--- src/rtl/pacman_pkg.sv ---
// pacman_pkg
//   Shared definitions for the pacman front end and movement FSM.
//   Direction vectors are one-hot in the order {Left, Up, Right, Down}.
//   The movement FSM imports these instead of keeping its own copies.
package pacman_pkg;

    typedef logic [3:0] dir_t;

    localparam dir_t DIR_NONE  = 4'b0000;
    localparam dir_t DIR_LEFT  = 4'b1000;
    localparam dir_t DIR_UP    = 4'b0100;
    localparam dir_t DIR_RIGHT = 4'b0010;
    localparam dir_t DIR_DOWN  = 4'b0001;

    // Highest-priority set bit (Left > Up > Right > Down), returned one-hot.
    function automatic dir_t pick_dir(input dir_t req);
        dir_t res;
        res = DIR_NONE;
        if (req[3])      res = DIR_LEFT;
        else if (req[2]) res = DIR_UP;
        else if (req[1]) res = DIR_RIGHT;
        else if (req[0]) res = DIR_DOWN;
        return res;
    endfunction

endpackage

--- src/rtl/button_debouncer.sv ---
// button_debouncer
//   2-FF synchroniser followed by a counter debouncer. The synchronised
//   input must differ from the accepted level for DEBOUNCE_CYCLES
//   consecutive cycles before it is accepted; any return to the accepted
//   level restarts the count.
// Ports
//   clk        in  system clock
//   reset      in  asynchronous, active-low reset
//   raw_in     in  raw (asynchronous, bouncy) button level
//   stable_out out debounced level
module button_debouncer
    import pacman_pkg::*;
#(
    parameter int DEBOUNCE_CYCLES = 250_000,
    parameter int CNT_W           = 21
) (
    input  logic clk,
    input  logic reset,
    input  logic raw_in,
    output logic stable_out
);

    localparam logic [CNT_W-1:0] CNT_LAST = CNT_W'(DEBOUNCE_CYCLES - 1);

    logic             sync1;
    logic             sync2;
    logic [CNT_W-1:0] cnt;

    always_ff @(posedge clk or negedge reset) begin
        if (!reset) begin
            sync1      <= 1'b0;
            sync2      <= 1'b0;
            cnt        <= '0;
            stable_out <= 1'b0;
        end else begin
            sync1 <= raw_in;
            sync2 <= sync1;
            if (sync2 == stable_out) begin
                cnt <= '0;
            end else if (cnt == CNT_LAST) begin
                // Differed for the full window: accept the new level.
                stable_out <= sync2;
                cnt        <= '0;
            end else begin
                cnt <= cnt + CNT_W'(1);
            end
        end
    end

endmodule

--- src/rtl/pacman_dir_input.sv ---
// pacman_dir_input
//   Board-pin front end for pacman_movement. Debounces the four direction
//   buttons and the centre button, arbitrates the directions into a single
//   one-hot level, emits a one-cycle centre-press pulse and paces moves with
//   a periodic move_tick.
// Ports
//   clk, reset              clock, asynchronous active-low reset
//   btn_l/u/r/d/c           raw buttons (async, bouncy)
//   tick_en                 1 = tick divider runs, 0 = divider held at 0
//   Left/Up/Right/Down      arbitrated direction, at most one high
//   center_pulse            1-cycle pulse on debounced press of btn_c
//   move_tick               1-cycle pulse every MOVE_DIV cycles while enabled
module pacman_dir_input
    import pacman_pkg::*;
#(
    parameter int DEBOUNCE_CYCLES = 250_000,
    parameter int MOVE_DIV        = 1_666_666,
    parameter int CNT_W           = 21
) (
    input  logic clk,
    input  logic reset,
    input  logic btn_l,
    input  logic btn_u,
    input  logic btn_r,
    input  logic btn_d,
    input  logic btn_c,
    input  logic tick_en,
    output logic Left,
    output logic Up,
    output logic Right,
    output logic Down,
    output logic center_pulse,
    output logic move_tick
);

    localparam int NUM_BTN = 5;
    localparam logic [CNT_W-1:0] TICK_LAST = CNT_W'(MOVE_DIV - 1);

    // Bit order {L, U, R, D, C} so [4:1] lines up with dir_t.
    logic [NUM_BTN-1:0] raw;
    logic [NUM_BTN-1:0] stable;
    logic [NUM_BTN-1:0] stable_d;
    logic [NUM_BTN-1:0] rise;

    assign raw = {btn_l, btn_u, btn_r, btn_d, btn_c};

    for (genvar i = 0; i < NUM_BTN; i++) begin : g_db
        button_debouncer #(
            .DEBOUNCE_CYCLES(DEBOUNCE_CYCLES),
            .CNT_W          (CNT_W)
        ) u_db (
            .clk       (clk),
            .reset     (reset),
            .raw_in    (raw[i]),
            .stable_out(stable[i])
        );
    end

    assign rise = stable & ~stable_d;

    // Direction arbiter: newest press wins, otherwise keep the current
    // direction while it is held, otherwise fall back to whatever is held.
    dir_t held;
    dir_t dir_q;
    dir_t dir_next;

    assign held = stable[4:1];

    always_comb begin
        dir_next = DIR_NONE;
        if (|rise[4:1])
            dir_next = pick_dir(rise[4:1]);
        else if (|(dir_q & held))
            dir_next = dir_q;
        else if (|held)
            dir_next = pick_dir(held);
    end

    logic [CNT_W-1:0] tick_cnt;

    always_ff @(posedge clk or negedge reset) begin
        if (!reset) begin
            stable_d     <= '0;
            dir_q        <= DIR_NONE;
            center_pulse <= 1'b0;
            tick_cnt     <= '0;
            move_tick    <= 1'b0;
        end else begin
            stable_d     <= stable;
            dir_q        <= dir_next;
            center_pulse <= rise[0];
            if (!tick_en) begin
                tick_cnt  <= '0;
                move_tick <= 1'b0;
            end else if (tick_cnt == TICK_LAST) begin
                tick_cnt  <= '0;
                move_tick <= 1'b1;
            end else begin
                tick_cnt  <= tick_cnt + CNT_W'(1);
                move_tick <= 1'b0;
            end
        end
    end

    assign Left  = dir_q[3];
    assign Up    = dir_q[2];
    assign Right = dir_q[1];
    assign Down  = dir_q[0];

endmodule
--- config.mk ---
export PLATFORM = sky130hd
export DESIGN_NAME = pacman_dir_input
export DESIGN_NICKNAME = d
export VERILOG_FILES = /design/src/rtl/pacman_pkg.sv /design/src/rtl/button_debouncer.sv /design/src/rtl/pacman_dir_input.sv
export SDC_FILE = /design/constraint.sdc
export NUM_CORES = 1
export LEC_CHECK = 0
export ABC_AREA = 1
export BUFFER_PORTS_ARGS = -buffer_cell sky130_fd_sc_hd__buf_2
export CORE_MARGIN = 3
export CORE_UTILIZATION = 55
export CTS_BUF_LIST = sky130_fd_sc_hd__clkbuf_4
export CTS_CLUSTER_SIZE = 20
export DETAILED_ROUTE_END_ITERATION = 10
export PLACE_DENSITY = 0.7
export RECOVER_POWER = 25
export SLEW_MARGIN = 20
export SYNTH_ARGS = -nofsm -noshare
export SYNTH_HDL_FRONTEND = slang
export SYNTH_SLANG_ARGS = --single-unit
--- constraint.sdc ---
create_clock -name clk -period 1.75 [get_ports clk]
set_input_delay 0.4375 -clock clk [delete_from_list [all_inputs] [get_ports clk]]
set_output_delay 0.4375 -clock clk [all_outputs]
set_load 0.005 [all_outputs]
==> results of run 1 <==
==> per-layer routing <==
metal | up-vias | part of all wire | track usage | wire length (um)
met5 | - | 0.00076 | 0 | 13
li1 | 3543 | - | - | -
met2 | 119 | 0.47 | 0.355 | 8130
met3 | 24 | 0.032 | 0.0491 | 545
met1 | 3150 | 0.48 | 0.293 | 8190
met4 | 2 | 0.014 | 0.0685 | 247
==> registers in the layout, indices dropped and copies added (netlist names) <==
| register | cells |
|---|---|
| center_pulse | 1 |
| dir_q | 4 |
| g_db.u_db.cnt | 105 |
| g_db.u_db.stable_out | 5 |
| g_db.u_db.sync1 | 5 |
| g_db.u_db.sync2 | 5 |
| move_tick | 1 |
| stable_d | 5 |
| tick_cnt | 21 |
==> repair_timing <==
action / 4_1_cts / 5_1_grt
hold endpoints to repair: 42 / 0
hold buffers: 6 / 0
endpoints found under the setup margin: 0 / 0
gates resized for setup: 0 / 0
==> path summary, 6_finish.rpt <==
| kind | from | to | slack (ns) | cells after the start |
|---|---|---|---|---|
| max | dir_q[2]$_DFFE_PN0P_ | Up | 0.17 | 1 |
| min | tick_en | tick_cnt[20]$_DFF_PN0_ | 0.24 | 3 |
| max reg2reg | g_db[2].u_db.cnt[0]$_DFF_PN0_ | g_db[2].u_db.cnt[4]$_DFF_PN0_ | 0.18 | 6 |
| min reg2reg | g_db[4].u_db.sync1$_DFF_PN0_ | g_db[4].u_db.sync2$_DFF_PN0_ | 0.36 | 0 |
| max in group asynchronous | reset | g_db[3].u_db.cnt[17]$_DFF_PN0_ | 0.29 | 3 |
| min in group asynchronous | reset | g_db[2].u_db.cnt[8]$_DFF_PN0_ | 0.70 | 2 |
==> through the flow <==
step | hold slack (ns) | utilization | setup slack (ns)
floorplan | 0.142 | - | 0.409
global placement | 0.333 | 0.598 | 0.278
detailed placement | 0.337 | 0.598 | 0.202
CTS | 0.182 | 0.621 | 0.105
global route | 0.162 | 0.620 | 0.00832
finish | 0.236 | 0.620 | 0.174
==> cell usage in the layout (no fill, tap or decap), types with 16 or more instances in the layout <==
master and count:
xnor2_1 23, nor2_1 272, inv_1 110, nor2_2 25
nand2_1 239, nand3_1 82, nand2_2 22, clkbuf_4 20
xor2_1 43, o21ai_1 16, dfrtp_1 152
==> where the power goes <==
group / total [mW] / leakage (nW) / switching, mW / internal, mW
Combinational: 0.262 / 1.68 / 0.175 / 0.0871
Clock: 2.12 / 0.143 / 1.24 / 0.889
Sequential: 3.60 / 2.09 / 0.0484 / 3.56
==> layout make-up <==
| class | count | area share |
|---|---|---|
| Clock buffer | 20 | 0.0164 |
| Clock inverter | 12 | 0.0137 |
| Tap cell | 184 | 0.0252 |
| Inverter | 124 | 0.0509 |
| Timing Repair Buffer | 26 | 0.0261 |
| Multi-Input combinational cell | 831 | 0.452 |
| Sequential cell | 152 | 0.416 |
| Antenna cell | 1 | 0.000273 |
==> kinds of logic (layout without fill, tap and decap cells) <==
family	Yosys count	in the layout	synth area share
flip-flops	152	152	0.451
other	0	1	0
AND/OR/NAND/NOR	705	705	0.371
XOR/XNOR	70	70	0.0776
buffers and inverters	129	182	0.0592
AO/OA/AOI/OAI	49	49	0.0316
adder cells (fa/ha/maj)	7	7	0.0104
==> impl_results.md, run 1 <==
- Status: complete, no violations
- Setup CP Type: reg -> out
- Core area: 14800 sq um
- Crit path arrival time: about 1.1 ns
- Post-route ant nets: 0
- Slew margin rel.: 0.167
- Share of the synthesized area in the top cell type: 0.451
- Most numerous cell in the Yosys netlist: nor2_1
- Fin cells: ~1.4k
- Die Y: 130 um
- Part of the cycle the worst path needs: 0.901
- Crit path max-delay cell type: dfrtp_1
- Worst slew pin tran: 1.25 ns
- Port bufs: 13
- Layout cells sized above 1: 0.123
- Reg clk slew, reported paths: 0.12 ns
- Delay-heaviest family, CP: flip-flops
- Dpl cell area: 8820 sq um
- Cell count after synthesis: 1112
- Yosys reg bits: 152
- Synth cell types: 35
- VDD IR max: 0.00108 V
- Area Growth Syn to Fin: 8.45%
- Top-Level Pins: 14
- Starting Density: 0.572
- Max-cap viol count: 0
- Final setup violating endpoints: 0
- CTS root buf: clkbuf_4
- Synth top cells by count: nor2_1 (272), nand2_1 (239), dfrtp_1 (152)
- Setup tns final: 0 ns
- Residual DRC count: 0
- Crit path launch type: register
- Max Buffers Root-to-Sink: 2
- Area leader, netlist: dfrtp_1
- Area contributors post-synth: dfrtp_1 (45%), nor2_1 (12%), nand2_1 (11%)
- Die width: 130 um
- Placed cell count: between 1k and 1.5k
- CP max stage delay: 0.46 ns
- Synth Area per Inst: 7.59 sq um
- Crit-path cells: buf_2
- Largest net degree at the start of global routing: 43
- Tot Pwr: 5.99 mW
- CP required: 1.31 ns
- GRT Util Overall: 0.218
- Total Wirelength: 17.1 mm
- Fmax: 0.634 GHz
- DR iter-0 viols: 400
- Fin nets: 1167
- Fin area: 9150 sq um
- Hold Vio Cnt, Final: 0
- Drt first pass iters: 5
- Vias per inst: 5.07
- Detailed placement HPWL: roughly 13 mm
- CTS tree: yes
- Fill count: ~1.3k
- Total clock sinks: between 150 and 200
- H-tree levels: 4
- First-pass GRT wire length: 29.8 mm
- Primary FF master, synth: dfrtp_1
- Total CTS buffers: 17
- Ys Warns: 0
- Worst skew pair latency: 0.53 ns
- Final-report max-slew violation count: 0
- DIE AREA: 16900 sq um
- Row count: 44
- Multi-input logic area: 4140 sq um
- Register area: 3800 sq um
- Antenna violations before repair: 2
- Mapped Area: 8440 sq um
- Max FO, Critical Path: 3
- Syn_nets: between 1k and 1.5k
- Hold Crit Class: in -> reg
- Clock Skews: 0.0168 ns
- Number of global-route vias before repair: 6498
- Pwr/cell area: 655 nW/um^2
- GPL Wtd Cong: 0.909
- Final min period: 1.58 ns
- Ys async rst share: 1.00
- Number of synthesized flops with an enable pin: 0
- DR WL/cell: 12.7 um
- RSZ-0062 raised after global routing: false
- Via count: 6838
- Worst setup EP type: primary output
- Leak: 3.91 nW
- Sequential fraction of the synthesis area: 0.451
- Number of setup buffers added after CTS: 0
- Buf+Inv Stages, Crit Path: 1
- GRT overflow: 0
Note: power is estimated with default switching activity, not from simulation.
==> run 2: changes to the inputs <==
- CTS_BUF_LIST: sky130_fd_sc_hd__clkbuf_4 -> sky130_fd_sc_hd__clkbuf_8
==> run 2 against run 1 <==
- cell area rose by 0.81%
- via count down 0.86%
- global-route usage increased by 0.17 points
- total power is 9.5% higher
- critical path depth is 5 higher
- combinational power is 3% lower
- flip-flop and latch count is the same
- sequential power is essentially flat
- critical endpoint is now g_db[2].u_db.cnt[4]$_DFF_PN0_
- largest cell class unchanged
- highest routed layer unchanged
==> impl_results.md, run 2 (synthesis gave the netlist of run 1 again) <==
- Antenna cell count: 0
- Max reg flops: ~110
- Area Growth Syn to Fin: 9.33%
- Total CTS buffers: 17
- Final core occ: 0.625
- Crit path max-delay cell type: dfrtp_1
- Via count: 6779
- Clock Skews: roughly 0.013 ns
- Placed cell count: 1311
- CP max stage delay: 0.40 ns
- Worst setup EP type: register
- Detailed placement HPWL: 12.9 mm
- Post-route setup slack: 0.190 ns
- Status: complete, no violations
- Layout cells sized above 1: 0.124
- Hold Vio Cnt, Final: 0
- Biggest regs: g_db.u_db.cnt x105, tick_cnt x21
- Crit path launch type: register
- Worst skew pair latency: 0.46 ns
- Fin nets: 1162
- Leak: 3.96 nW
- DR iter-0 viols: 478
- Flop2flop setup slack: roughly 0.19 ns
- CP required: around 2.1 ns
- Most common cell after layout, fill and taps aside: nor2_1
- Final setup violating endpoints: 0
- Setup CP Type: reg -> reg
- Core area: 14800 sq um
- Largest net degree at the start of global routing: 43
- Pre-CTS setup slack: 0.202 ns
- GRT Util Overall: 0.220
- Port bufs: 13
- Die Y: 130 um
- Residual DRC count: 0
- Final min period: about 1.6 ns
- Worst slew pin tran: 1.13 ns
- Max-cap viol count: 0
- Number of global-route vias before repair: approximately 6.5k
- Hold Crit Class: in -> reg
- Drt first pass iters: 5
- Top-Level Pins: 14
- Slew margin rel.: 0.244
- DIE AREA: around 17000 sq um
- DR WL/cell: 12.8 um
- Vias per inst: approximately 5.0
- Post-route ant nets: 0
- CTS tree: yes
- Row count: 44
- Max FO, Critical Path: 7
- Most frequent cells in the layout: nor2_1 (272), nand2_1 (239), dfrtp_1 (152), inv_1 (113), nand3_1 (82)
- Most flops, register: g_db.u_db.cnt
- VDD IR max: 0.000809 V
- Max Buffers Root-to-Sink: 2
- Starting Density: 0.572
- Setup tns final: 0 ns
- GPL Wtd Cong: 0.909
- GRT overflow: 0
- Fmax: between 0.6 and 0.7 GHz
- First-pass GRT wire length: between 20 and 30 mm
- Total clock sinks: about 150
- CTS root buf: clkbuf_8
- Antenna violations before repair: 1
- Crit-path cells: ha_1, nand3_1, nor2_1, nand3_2, nand2_2, nor2_1
- Reg clk slew, reported paths: 0.08 ns
- H-tree levels: 4
- Part of the cycle the worst path needs: 0.891
- Die width: 130 um
- Pwr/cell area: just over 700 nW/um^2
- Final-report max-slew violation count: 0
- Total Wirelength: between 15 and 20 mm
- RSZ-0062 raised after global routing: false
- Fin cells: 1344
- Crit path arrival time: 1.90 ns
- CP most frequent cell: nor2_1
- Hold WS: 0.0828 ns
-- run 2: cell count changes in the layout (fill, tap and decap cells not counted) --
cell           change
dlygate4sd3_1      -5
buf_2              +2
inv_1              +3
clkbuf_8          +20
clkinv_1           -3
clkbuf_2           -1
clkbuf_4          -20
clkbuf_1           -1
diode_2            -1
-- run 2: report_power, final --
group          switching, mW  internal (mW)
sequential            0.0488           3.55
combinational          0.174         0.0799
clock                   1.33           1.37
total                   1.55           5.01
-- run 2: path summary, 6_finish.rpt --
check | to | depth (start not counted) | start
max reg2reg | g_db[2].u_db.cnt[4]$_DFF_PN0_ | 6 | g_db[2].u_db.cnt[0]$_DFF_PN0_
min in group asynchronous | g_db[2].u_db.cnt[8]$_DFF_PN0_ | 2 | reset
max | g_db[2].u_db.cnt[4]$_DFF_PN0_ | 6 | g_db[2].u_db.cnt[0]$_DFF_PN0_
min reg2reg | g_db[4].u_db.sync2$_DFF_PN0_ | 0 | g_db[4].u_db.sync1$_DFF_PN0_
min | g_db[1].u_db.sync1$_DFF_PN0_ | 1 | btn_d
max in group asynchronous | g_db[3].u_db.cnt[17]$_DFF_PN0_ | 3 | reset
-- run 2: layout make-up --
type | count | area, sq um
timing repair buffer | 21 | 190
fill | 1333 | 5530
clock buffer | 20 | 275
clock inverter | 12 | 125
multi-input combinational | 831 | 4140
inverter | 124 | 465
sequential | 152 | 3800
tap | 184 | 230
-- run 2: what timing repair did --
item,4_1_cts,5_1_grt
setup buffers,0,0
gates resized for setup,0,0
hold endpoints to repair,37,0
hold buffers,1,0
-- run 2: worst max-delay path: cells and delay by family (launching register included) --
kind	cells	cell delay [ns]
flops	1	0.40
fa+ha+maj	1	0.27
simple gates	5	0.78
-- run 2: metal layers --
layer | vias to the layer above | GRT usage | share of wire
met1 | 3118 | 0.293 | 0.48
li1 | 3524 | - | -
met2 | 101 | 0.359 | 0.47
met5 | - | 0 | 0.00076
met3 | 34 | 0.0426 | 0.029
met4 | 2 | 0.0837 | 0.020
-- run 2: per-stage QoR --
stage / total power [mW] / area, sq um
4_1_cts: 6.65 / 9230
3_3_place_gp: 3.93 / 8820
3_5_place_dp: 3.94 / 8820
2_1_floorplan: 3.78 / 8440
5_1_grt: 6.84 / 9230
6_report: 6.56 / 9230
==> run 3: changes to the inputs <==
- clock period: 1.75 -> 1.8 ns (I/O delays scaled with it)
==> run 3 against run 2 <==
- clock-buffer cell count down 1
- sequential share of layout area down 0.16 points
- core utilization up 0.24 points
- cell area up 0.38%
- global-route usage down 0.42 points
- critical path type unchanged
- largest power group unchanged
==> impl_results.md, run 3 (synthesis gave the netlist of run 1 again) <==
- Max-cap viol count: 0
- Final core occ: 0.628
- Fin area: between 9000 and 10000 sq um
- CTS resizes: 0
- GPL Wtd Cong: 0.920
- DR WL/cell: 12.7 um
- Row count: 44
- Total Wirelength: approximately 17 mm
- Via count: 6803
- Area Growth Syn to Fin: 9.74%
- Leak: 3.97 nW
- Hold WS: 0.0981 ns
- DR iter-0 viols: 355
- Final min period: 1.54 ns
- Most frequent cells in the layout: nor2_1 (272), nand2_1 (239), dfrtp_1 (152), inv_1 (111), nand3_1 (82)
- Slew margin rel.: 0.622
- Fmax: 0.648 GHz
- Largest net degree at the start of global routing: 47
- Post-route setup slack: 0.257 ns
- H-tree levels: 4
- Max FO, Critical Path: 7
- Part of the cycle the worst path needs: 0.857
- Starting Density: 0.572
- Total CTS buffers: 17
- Hold path startpoint: btn_c
- Vias per inst: 5.08
- Number of global-route vias before repair: 6439
- Die Y: around 130 um
- Hold Vio Cnt, Final: 0
- Pwr/cell area: about 760 nW/um^2
- GRT overflow: 0
- Die width: around 130 um
- CTS tree: yes
- Worst slew pin tran: 0.567 ns
- Hold Crit Class: in -> reg
- Pre-CTS setup slack: 0.255 ns
- CP required: roughly 2.1 ns
- Detailed placement HPWL: 12.6 mm
- VDD IR max: 0.000714 V
- DIE AREA: 16900 sq um
- Layout cells sized above 1: 0.123
- R2R Path Start: g_db[4].u_db.cnt[0]$_DFF_PN0_
- Clock Skews: 0.0115 ns
- Fin nets: 1159
- Cells on worst reg2reg path: 6
- Residual DRC count: 0
- Post-route ant nets: 0
- Flop2flop setup slack: about 0.26 ns
- Final setup violating endpoints: 0
- First-pass GRT wire length: 29.4 mm
- Antenna cell count: 0
- Dpl cell area: 8770 sq um
- Port bufs: 13
- Status: complete, no violations
- Drt first pass iters: 6
- Top-Level Pins: 14
- CTS root buf: clkbuf_8
- Antenna violations before repair: 0
- Crit path launch type: register
- Reg clk slew, reported paths: about 0.08 ns
- Setup CP Type: reg -> reg
- Fill count: 1339
- Origin of the worst setup path: g_db[4].u_db.cnt[0]$_DFF_PN0_
- Final-report max-slew violation count: 0
- Max reg flops: 105
- Most flops, register: g_db.u_db.cnt
- Core area: 14800 sq um
- GRT Util Overall: 0.216
- Biggest regs: g_db.u_db.cnt x105, tick_cnt x21
- Worst skew pair latency: about 0.45 ns
- Setup tns final: 0 ns
- Worst setup EP type: register
- RSZ-0062 raised after global routing: false
- Hold path cells: 1
- Most common cell after layout, fill and taps aside: nor2_1
- Max Buffers Root-to-Sink: 2
- Crit path arrival time: 1.88 ns
- Total clock sinks: 152
[run 3: cell count changes in the layout (fill, tap and decap cells not counted), sizes merged]
| cell | previous run | this run |
|---|---|---|
| clkbuf | 20 | 22 |
| inv | 129 | 126 |
| buf | 20 | 14 |
| clkinvlp | 3 | 1 |
| bufinv | 2 | 7 |
[run 3: report_power, final]
| group | switching (mW) | leakage, nW | internal (mW) |
|---|---|---|---|
| clock network | 1.30 | 0.255 | 2.00 |
| registers | 0.0472 | 2.09 | 3.45 |
| logic | 0.163 | 1.63 | 0.0633 |
| total | 1.51 | 3.97 | 5.52 |
[run 3: path summary, 6_finish.rpt]
| check | end |
|---|---|
| min | g_db[0].u_db.sync1$_DFF_PN0_ |
| min reg2reg | g_db[4].u_db.sync2$_DFF_PN0_ |
| max | g_db[4].u_db.cnt[12]$_DFF_PN0_ |
| min in group asynchronous | g_db[2].u_db.cnt[12]$_DFF_PN0_ |
| max reg2reg | g_db[4].u_db.cnt[12]$_DFF_PN0_ |
| max in group asynchronous | tick_cnt[20]$_DFF_PN0_ |
[run 3: critical path, stage by stage (launching register included)]
cell	delay, ns
dfrtp_1	0.39
ha_1	0.24
nand3_1	0.17
nor2_1	0.18
nand3_2	0.18
nand2_2	0.20
nor2_1	0.07
[run 3: final cells by class]
cell class                 instances  area, sq um  area share
multi-input combinational        831         4140       0.447
sequential                       152         3800       0.411
inverter                         124          465      0.0503
clock buffer                      19          262      0.0282
clock inverter                    12          246      0.0266
tap                              184          230      0.0249
timing repair buffer              18          118      0.0127
[run 3: timing repair]
item,4_1_cts,5_1_grt
hold buffers,1,0
hold endpoints to repair,18,0
buffers inserted,0,0
[run 3: through the flow]
step / instances / power (mW)
2_1_floorplan: 1112 / 3.68
3_3_place_gp: 1308 / 3.81
3_5_place_dp: 1308 / 3.81
4_1_cts: 1340 / 7.13
5_1_grt: 1340 / 7.28
6_report: 1340 / 7.03
[run 3: layer usage]
metal / routed length (um) / global-route usage / vias up
met5: 0 / 0 / -
li1: - / - / 3512
met2: 7670 / 0.336 / 116
met3: 608 / 0.0401 / 21
met1: 8470 / 0.304 / 3154
met4: 246 / 0.0801 / 0
